## src/rtl/loader_pkg.sv

```systemverilog
// ----------------------------------------------------------------------------
// loader_pkg
// Shared definitions for the program loader: FSM state encoding, error-code
// constants and the default frame start marker.
// ----------------------------------------------------------------------------
package loader_pkg;

    typedef enum logic [2:0] {
        ST_IDLE  = 3'd0,
        ST_LEN   = 3'd1,
        ST_DATA  = 3'd2,
        ST_WRITE = 3'd3,
        ST_CSUM  = 3'd4,
        ST_DONE  = 3'd5,
        ST_ERR   = 3'd6
    } state_t;

    localparam logic [1:0] ERR_NONE    = 2'd0;
    localparam logic [1:0] ERR_CSUM    = 2'd1;
    localparam logic [1:0] ERR_TIMEOUT = 2'd2;

    localparam logic [7:0] DEFAULT_SYNC_BYTE = 8'hA5;

endpackage

```

## src/rtl/loader_word_assembler.sv

```systemverilog
// ----------------------------------------------------------------------------
// loader_word_assembler
// Shifts payload bytes MSB-first into a 32-bit word, counts bytes within the
// word and keeps the running XOR checksum of every payload byte.
// Ports:
//   clk, rst_n        clock, asynchronous active-low reset
//   i_clear           restart: clears byte counter and checksum
//   i_byte_en         i_byte is a payload byte to absorb this cycle
//   i_byte            payload byte
//   o_word            shift register (first byte of a word ends in [31:24])
//   o_csum            XOR of all payload bytes since the last clear
//   o_word_ready      combinational: this byte completes a word
// ----------------------------------------------------------------------------
module loader_word_assembler (
    input  logic        clk,
    input  logic        rst_n,
    input  logic        i_clear,
    input  logic        i_byte_en,
    input  logic [7:0]  i_byte,
    output logic [31:0] o_word,
    output logic [7:0]  o_csum,
    output logic        o_word_ready
);

    logic [1:0]  r_byte_cnt;
    logic [31:0] r_word;
    logic [7:0]  r_csum;

    assign o_word_ready = i_byte_en && (r_byte_cnt == 2'd3);
    assign o_word       = r_word;
    assign o_csum       = r_csum;

    // Byte shift register, byte-in-word counter and checksum accumulator
    always_ff @(posedge clk or negedge rst_n) begin
        if (!rst_n) begin
            r_byte_cnt <= 2'd0;
            r_word     <= 32'd0;
            r_csum     <= 8'd0;
        end else if (i_clear) begin
            r_byte_cnt <= 2'd0;
            r_csum     <= 8'd0;
        end else if (i_byte_en) begin
            r_byte_cnt <= r_byte_cnt + 2'd1;
            r_word     <= {r_word[23:0], i_byte};
            r_csum     <= r_csum ^ i_byte;
        end
    end

endmodule

```

## src/rtl/program_loader.sv

```systemverilog
// ----------------------------------------------------------------------------
// program_loader
// Boot loader: receives a framed byte stream (SYNC, LEN, 4*N payload bytes,
// CSUM) and writes it word by word into instruction memory while holding the
// CPU in reset. The CPU is released only after a checksum-verified load.
// Optional macro LOADER_TIMEOUT_EN adds an inter-byte timeout (err_code 2).
// Ports:
//   clk, reset        clock, asynchronous active-low reset
//   rx_data/valid     incoming byte stream; rx_ready accepts it
//   imem_we/addr/wdata instruction-memory write port (one-cycle strobe)
//   cpu_hold          active-high reset request to the CPU
//   load_done         last load finished with a good checksum
//   err_code          0 none, 1 checksum mismatch, 2 timeout
// ----------------------------------------------------------------------------
module program_loader
    import loader_pkg::*;
#(
    parameter int unsigned ADDR_W    = 8,
    parameter logic [7:0]  SYNC_BYTE = DEFAULT_SYNC_BYTE
`ifdef LOADER_TIMEOUT_EN
    ,parameter int unsigned TIMEOUT_CYCLES = 1000
`endif
)(
    input  logic              clk,
    input  logic              reset,
    input  logic [7:0]        rx_data,
    input  logic              rx_valid,
    output logic              rx_ready,
    output logic              imem_we,
    output logic [ADDR_W-1:0] imem_addr,
    output logic [31:0]       imem_wdata,
    output logic              cpu_hold,
    output logic              load_done,
    output logic [1:0]        err_code
);

    state_t            r_state, w_state_nxt;
    logic              r_rx_ready, w_rx_ready_nxt;
    logic              r_imem_we, w_imem_we_nxt;
    logic [ADDR_W-1:0] r_addr, w_addr_nxt;
    logic [8:0]        r_count, w_count_nxt;   // remaining words, 256 fits
    logic              r_cpu_hold, w_cpu_hold_nxt;
    logic              r_load_done, w_load_done_nxt;
    logic [1:0]        r_err, w_err_nxt;

    logic              w_accept;
    logic              w_sync_hit;
    logic              w_byte_en;
    logic              w_word_ready;
    logic [31:0]       w_word;
    logic [7:0]        w_csum;
    logic              w_tmo_hit;

    assign w_accept   = rx_valid && r_rx_ready;
    // Only the waiting states look for a frame start
    assign w_sync_hit = w_accept && (rx_data == SYNC_BYTE) &&
                        ((r_state == ST_IDLE) || (r_state == ST_DONE) || (r_state == ST_ERR));
    assign w_byte_en  = w_accept && (r_state == ST_DATA);

    loader_word_assembler u_asm (
        .clk          (clk),
        .rst_n        (reset),
        .i_clear      (w_sync_hit),
        .i_byte_en    (w_byte_en),
        .i_byte       (rx_data),
        .o_word       (w_word),
        .o_csum       (w_csum),
        .o_word_ready (w_word_ready)
    );

`ifdef LOADER_TIMEOUT_EN
    localparam int unsigned TMO_W = $clog2(TIMEOUT_CYCLES + 1);
    logic [TMO_W-1:0] r_tmo;
    logic             w_tmo_run;

    assign w_tmo_run = (r_state == ST_LEN) || (r_state == ST_DATA) || (r_state == ST_CSUM);
    assign w_tmo_hit = w_tmo_run && !w_accept && (r_tmo == TMO_W'(TIMEOUT_CYCLES - 1));

    // Inter-byte idle counter; restarts on every accepted byte
    always_ff @(posedge clk or negedge reset) begin
        if (!reset) begin
            r_tmo <= '0;
        end else if (w_tmo_run && !w_accept && !w_tmo_hit) begin
            r_tmo <= r_tmo + TMO_W'(1);
        end else begin
            r_tmo <= '0;
        end
    end
`else
    assign w_tmo_hit = 1'b0;
`endif

    // Next-state and next-output logic; outputs are registered from these
    always_comb begin
        w_state_nxt     = r_state;
        w_rx_ready_nxt  = 1'b1;
        w_imem_we_nxt   = 1'b0;
        w_addr_nxt      = r_addr;
        w_count_nxt     = r_count;
        w_cpu_hold_nxt  = r_cpu_hold;
        w_load_done_nxt = r_load_done;
        w_err_nxt       = r_err;

        case (r_state)
            ST_IDLE, ST_DONE, ST_ERR: begin
                if (w_sync_hit) begin
                    w_state_nxt     = ST_LEN;
                    w_cpu_hold_nxt  = 1'b1;
                    w_load_done_nxt = 1'b0;
                    w_err_nxt       = ERR_NONE;
                    w_addr_nxt      = '0;
                end else begin
                    w_state_nxt = r_state;
                end
            end
            ST_LEN: begin
                if (w_accept) begin
                    // LEN of zero encodes a full 256-word image
                    w_count_nxt = (rx_data == 8'h00) ? 9'd256 : {1'b0, rx_data};
                    w_state_nxt = ST_DATA;
                end else begin
                    w_state_nxt = ST_LEN;
                end
            end
            ST_DATA: begin
                if (w_word_ready) begin
                    w_state_nxt    = ST_WRITE;
                    w_imem_we_nxt  = 1'b1;
                    w_rx_ready_nxt = 1'b0;
                end else begin
                    w_state_nxt = ST_DATA;
                end
            end
            ST_WRITE: begin
                w_addr_nxt  = r_addr + ADDR_W'(1);
                w_count_nxt = r_count - 9'd1;
                if (r_count == 9'd1) begin
                    w_state_nxt = ST_CSUM;
                end else begin
                    w_state_nxt = ST_DATA;
                end
            end
            ST_CSUM: begin
                if (w_accept) begin
                    if (rx_data == w_csum) begin
                        w_state_nxt     = ST_DONE;
                        w_cpu_hold_nxt  = 1'b0;
                        w_load_done_nxt = 1'b1;
                    end else begin
                        w_state_nxt = ST_ERR;
                        w_err_nxt   = ERR_CSUM;
                    end
                end else begin
                    w_state_nxt = ST_CSUM;
                end
            end
            default: begin
                w_state_nxt     = ST_IDLE;
                w_cpu_hold_nxt  = 1'b1;
                w_load_done_nxt = 1'b0;
            end
        endcase

        if (w_tmo_hit) begin
            w_state_nxt     = ST_ERR;
            w_err_nxt       = ERR_TIMEOUT;
            w_cpu_hold_nxt  = 1'b1;
            w_load_done_nxt = 1'b0;
            w_rx_ready_nxt  = 1'b1;
            w_imem_we_nxt   = 1'b0;
        end else begin
            w_err_nxt = w_err_nxt;
        end
    end

    // State and registered-output update
    always_ff @(posedge clk or negedge reset) begin
        if (!reset) begin
            r_state     <= ST_IDLE;
            r_rx_ready  <= 1'b1;
            r_imem_we   <= 1'b0;
            r_addr      <= '0;
            r_count     <= 9'd0;
            r_cpu_hold  <= 1'b1;
            r_load_done <= 1'b0;
            r_err       <= ERR_NONE;
        end else begin
            r_state     <= w_state_nxt;
            r_rx_ready  <= w_rx_ready_nxt;
            r_imem_we   <= w_imem_we_nxt;
            r_addr      <= w_addr_nxt;
            r_count     <= w_count_nxt;
            r_cpu_hold  <= w_cpu_hold_nxt;
            r_load_done <= w_load_done_nxt;
            r_err       <= w_err_nxt;
        end
    end

    assign rx_ready   = r_rx_ready;
    assign imem_we    = r_imem_we;
    assign imem_addr  = r_addr;
    assign imem_wdata = w_word;
    assign cpu_hold   = r_cpu_hold;
    assign load_done  = r_load_done;
    assign err_code   = r_err;

endmodule
```

## config.mk

```make
export PLATFORM = sky130hd
export DESIGN_NAME = program_loader
export DESIGN_NICKNAME = d
export VERILOG_FILES = /design/src/rtl/loader_pkg.sv /design/src/rtl/loader_word_assembler.sv /design/src/rtl/program_loader.sv
export SDC_FILE = /design/constraint.sdc
export NUM_CORES = 1
export LEC_CHECK = 0
export BUFFER_PORTS_ARGS = -buffer_cell sky130_fd_sc_hd__buf_2
export CORE_AREA = 3 3 126 67
export DETAILED_ROUTE_END_ITERATION = 12
export DIE_AREA = 0 0 129 70
export HOLD_SLACK_MARGIN = 0.1
export PLACE_DENSITY = 0.66
export SETUP_SLACK_MARGIN = 0.2
export SLEW_MARGIN = 25
export SYNTH_ARGS = -nofsm -noshare
export SYNTH_HDL_FRONTEND = slang
export SYNTH_SLANG_ARGS = --single-unit
```

## constraint.sdc

```tcl
create_clock -name clk -period 3.25 [get_ports clk]
set_clock_uncertainty 0.2 [all_clocks]
set_input_delay 0.325 -clock clk [delete_from_list [all_inputs] [get_ports clk]]
set_output_delay 0.325 -clock clk [all_outputs]
set_load 0.01 [all_outputs]
```

* Word level (Yosys, flattened, before mapping) *
Cells that the tools add are included.
W data, S select, Z words.

operators by class
  add/sub/neg operators = 3
  equality and inequality tests = 15
  mux-type cells = 32
  bitwise logic cells = 3
  reductions and logical operators = 20

operator list
  cell                   count
  $mux W8                3
  $mux W9                2
  $pmux W9 S2            1
  $pmux W8 S2            1
  $pmux W3 S5            1
  $mux W2                7
  $mux W1                11
  $eq A3 B3 Y1 const B   3
  $eq A9 B1 Y1 const B   1
  $mux W3                3
  $sub A9 B1 Y9 const B  1
  $add A8 B1 Y8 const B  1
  $eq A8 B8 Y1           1
  $eq A8 B8 Y1 const B   1
  $logic_not A8 Y1       1
  $ne A2 B2 Y1 const B   4
  $reduce_and A4 Y1      2
  $reduce_bool A2 Y1     4
  $xor A8 B8 Y8          1
  $eq A3 B2 Y1 const B   2
  $pmux W1 S3            2
  $reduce_and A2 Y1      3
  $reduce_or A3 Y1       2
  $logic_and A1 B1 Y1    5
  8 further kinds        10

storage, ports and cells
  flip-flop bits (word level) = 68
  input bits = 11
  logic and storage cells = 84

* Depth between registers and ports, before layout *
  word-level depth = 6
  gate-level depth with buffers = 7

* Hierarchy *
Synthesis repeated with hierarchy kept, for this count alone.

unflattened totals
  cell total of the unflattened synthesis = 308
  area total of the unflattened synthesis = 3560.9 µm²

modules (own cells, without submodules)
  module                 times used  cells each  area an instance (µm²)  seq. area each (µm²)
  loader_word_assembler  1           112         1816.7                  1051.0
  program_loader         1           196         1744.2                  628.1

* Least setup slack after synthesis *
Ideal clock, no wire load.

  kind = reg2reg
  from = reg r_rx_ready, in the netlist rx_ready
  to = reg u_asm.r_csum[0], in the netlist u_asm.o_csum[0]
  setup time = 0.148 ns
  arrival time = 1.577 ns
  slack = 1.325 ns
  stages on the path, launching flop included = 6
  cell sequence = dfstp_2 > and2_1 > clkbuf_1 > nand4_1 > a211oi_1 > o21ai_0

on the way
  longest elaborated chain between the ends = 4
  elaborated cells between the ends (all ways) = 6
  classes of those cells = 1 x mux; 5 x reduce/logical

ends and longest elaborated chain
  what                                                  line                         source
  from (decl)                                           program_loader.sv:38         logic r_rx_ready, w_rx_ready_nxt;
  from (signal assigned)                                program_loader.sv:189        r_rx_ready <= w_rx_ready_nxt;
  $logic_and A1 B1 Y1 *                                 program_loader.sv:54         assign w_accept = rx_valid && r_rx_ready;
  $logic_and A1 B1 Y1 (2 in series)                     program_loader.sv:56         assign w_sync_hit = w_accept && (rx_data == SYNC_BYTE) &&
  $mux W8 / $reduce_bool A2 Y1 (equally long branches)  --
  to (signal assigned)                                  loader_word_assembler.sv:45  r_csum <= r_csum ^ i_byte;
  to (decl)                                             loader_word_assembler.sv:27  logic [7:0] r_csum;

Mark *: on every way between the ends. The rest lies on a longest branch, timed or not.
A chain may end at the register's enable or synchronous reset.

* Final worst setup path *
  from = in rx_data[6]
  to = reg u_asm.r_csum[2], in the netlist u_asm.o_csum[2]

on the way
  longest elaborated chain between the ends = 4
  elaborated cells between the ends (all ways) = 5
  classes of those cells = 1 x eq/ne; 1 x mux; 3 x reduce/logical

ends and longest elaborated chain
  what                                                  line                  source
  from (decl)                                           program_loader.sv:26  input logic [7:0] rx_data,
  $eq A8 B8 Y1 *                                        program_loader.sv:56
  $logic_and A1 B1 Y1 * (2 in series)                   program_loader.sv:56
  $mux W8 / $reduce_bool A2 Y1 (equally long branches)  --

Marks and branches as above.

==> run_results.csv <==
group,metric,value,unit
hold_path,hold_start,"rx_data[0]",
detailed_routing,wire_per_inst,15.0,um
worst_setup_path,cp_data_arrival_time,2560,ps
detailed_routing,m1WireLength,3.74,mm
sta,slew_headroom,41.4,%
clock_tree,clock_tree.buffer_depth,2,
sta,fin_crit_sh,79.5,%
pwr,irDropWorstVdd,0.376,mV
sta,worst_slew_pin_slew,873,ps
worst_setup_path,worstSetupStartpointType,"input port",
clock_tree,cts.sink_count,67,
final_layout,num_antenna_cells,0,
sta,rsz0062_at_grt,"false",
worst_setup_path,required,3220,ps
logic_synthesis,share_of_synthesized_registers_carrying_an_async_set_or_reset,100,%
detailed_routing,drt_iter0_markers,196,
placement,place.gp.congestion,0.833,
logic_synthesis,synth.ff_latch_count,67,
floorplanning,floorplan.die_area,9030,um2
worst_setup_path,crit_type,"input port to register",
floorplanning,core_area,7320,um2
worst_setup_path,critical_path.slowest_cell,"sky130_fd_sc_hd__a211oi_1",
floorplanning,placement_rows,22,
floorplanning,die_width,129,um
worst_setup_path,reg2reg_from,"r_state[0]",
floorplanning,initial_core_util,45.7,%
worst_setup_path,end_kind,"register",
placement,placement.setup.worst_slack,880,ps
detailed_routing,iteration_count_of_the_initial_detailed_routing_pass,4,
final_layout,finish.cell_count_without_fillers,528,
floorplanning,floorplan.die.height,70,um
clock_tree,clk_root_buffer_cell,"sky130_fd_sc_hd__clkbuf_16",
clock_tree,ctsHoldBuffers,6,
worst_setup_path,critical_path_fanout_max,8,
detailed_routing,drc,0,
clock_tree,post-cts-setup-buffers,0,
grt,initial_antenna_violation_count,0,
clock_tree,tritoncts,"done",
final_layout,drive_above_1_share,19.2,%
status,run_status,"complete, no violations",
sta,fin_setup_tns,0,ps
sta,maxClockFrequency,387,MHz
sta,maxSlewViolCount,0,
grt,pin_count_of_the_biggest_net_entering_global_routing,37,
sta,final_setup_violations,0,
logic_synthesis,mappedNetlistArea,3350,um2
grt,grt_util_all_layers,18.6,%
worst_setup_path,worst_path_largest_cell_delay,750,ps
detailed_routing,route.antenna.remaining_nets,0,
placement,dp_hpwl,5.47,mm
clock_tree,cts_resized,0,
final_layout,final_net_count,442,
logic_synthesis,yosysWarningCount,0,
detailed_routing,dr_wl_met3,419,um
worst_setup_path,critical_path.cell_chain,"dlygate4sd3_1 -> buf_2 -> or4_4 -> a211oi_1 -> o21ai_0",
detailed_routing,top_layer_used,"met4",
sta,final_period_minus_worst_setup_slack,2580,ps
sta,post-route-worst-setup-slack,668,ps
final_layout,layout.cells.most_common,"sky130_fd_sc_hd__nand2_1",
placement,dpl.cell_count,506,
detailed_routing,detail_route.wirelength,7.90,mm
detailed_routing,vias,2870,
logic_synthesis,synth_enable_flop_cells,0,
floorplanning,boundaryPins,57,
grt,grt_first_pass_wirelength,13.5,mm
grt,grt_overflow_total,0,
detailed_routing,drt-vias-per-instance,5.44,
flow_run,timing.max_cap.violations,0,
clock_tree,clkSlewWorstSetupHoldPaths,60,ps
placement,port_buffers,55,
pwr,total_leakage_power,1.98,nW
pwr,power-per-cell-area,947,nW/um2
logic_synthesis,post_synth_inst_count,373,
clock_tree,cts-buffers-inserted,9,
worst_setup_path,worst_setup_path_startpoint,"rx_data[6]",
detailed_routing,wl_met2,3.68,mm
logic_synthesis,netlist-cell-type-count,56,
final_layout,areaGrowthSynthToFinish,21.4,%
clock_tree,cts.htree.levels,3,
grt,via_count_of_the_first_global_routing_pass,2746,
hold_path,holdCritPathClass,"input port to register",
logic_synthesis,yosys_most_used_dff,"sky130_fd_sc_hd__dfrtp_1",
clock_tree,clock_latency,330,ps
sta,report.final.hold_viol_count,0,
logic_synthesis,postSynthAreaPerCell,8.98,um2
logic_synthesis,seq_area_frac_synth,50.1,%
logic_synthesis,synthesis.nets,388,
final_layout,most-common-layout-cells,"107 x sky130_fd_sc_hd__nand2_1, 65 x sky130_fd_sc_hd__dfrtp_1, 55 x sky130_fd_sc_hd__buf_2",
-- layout make-up --
type / count / area (um2)
fill: 643 / 3260
sequential: 67 / 1680
multi-input combinational: 272 / 1520
timing repair buffer: 66 / 373
clock buffer: 12 / 256
tap: 96 / 120
clock inverter: 4 / 72.6
inverter: 11 / 41.3
-- worst paths after layout --
path	endpoint	slack [ps]	cells past startpoint
max	u_asm.o_csum[2]	670	5
min	u_asm.o_word[0]	120	3
max reg2reg	r_count[5]	860	4
min reg2reg	u_asm.o_word[24]	270	2
max in group asynchronous	rx_ready	2100	3
min in group asynchronous	r_count[4]	350	3
-- through the flow --
step | area, um2 | util [%] | total power [mW] | hold slack, ps
floorplan | 3350 | - | 2.34 | -171
global placement | 3680 | 50.2 | 2.73 | 176
detailed placement | 3680 | 50.2 | 2.80 | 188
CTS | 4070 | 55.5 | 3.88 | 106
global route | 4070 | 55.5 | 4.15 | 130
finish | 4070 | 55.5 | 3.85 | 121
-- kinds of logic (layout without fill, tap and decap cells) --
family	Yosys count	after routing	synth area share [%]
buffers and inverters	34	93	4.33
other	1	1	0.112
DFF	67	67	50.1
xor gates and xnor gates	10	10	2.62
adders and majority gates	5	5	1.79
and+or+nand+nor	186	186	26.6
muxes	6	6	1.79
AOI/OAI and AO/OA	64	64	12.6
-- state kept, by name, summed over array words and instances (netlist names), 2 cells and up --
name              flops
u_asm.o_csum          8
u_asm.o_word         32
imem_addr             8
r_count               9
u_asm.r_byte_cnt      2
r_state               3
-- worst max-delay path, delay by kind of cell --
| kind | cells | cell delay (ps) |
|---|---|---|
| AND/OR/NAND/NOR | 1 | 560 |
| AO/OA/AOI/OAI | 2 | 970 |
| buffers and inverters | 2 | 700 |
-- routing by layer --
metal | track usage [%] | vias to the layer above
met1 | 25.7 | 1376
met5 | 0 | -
li1 | - | 1400
met3 | 4.81 | 7
met4 | 6.05 | 0
met2 | 28.7 | 87
-- cell usage after synthesis, drive strengths merged, types with 2 or more instances --
master / instances / area (um2)
or4: 2 / 18.8
and2: 2 / 12.5
ha: 4 / 50.1
xor2: 2 / 17.5
nor3: 5 / 30.0
a211oi: 5 / 37.5
inv: 11 / 41.3
nor3b: 8 / 65.1
o22ai: 2 / 12.5
nand3: 18 / 90.1
a31oi: 2 / 12.5
o21a: 2 / 15.0
nand4: 7 / 43.8
and3: 2 / 12.5
dfstp: 2 / 52.6
nand2: 107 / 402
nor2b: 8 / 50.1
buf: 6 / 40.0
mux2i: 6 / 60.1
clkbuf: 17 / 63.8
o311ai: 3 / 26.3
nor4: 6 / 43.8
nor2: 9 / 33.8
a21oi: 14 / 70.1
a41oi: 2 / 17.5
xnor2: 8 / 70.1
or3: 3 / 18.8
nand2b: 3 / 18.8
o21ai: 23 / 115
dfrtp: 65 / 1630
-- report_power, final --
group | switching (mW) | internal [mW] | total (mW)
Clock | 0.347 | 0.712 | 1.06
Sequential | 0.351 | 1.18 | 1.53
Combinational | 0.724 | 0.532 | 1.26
Power figures use the tool's default switching activity.
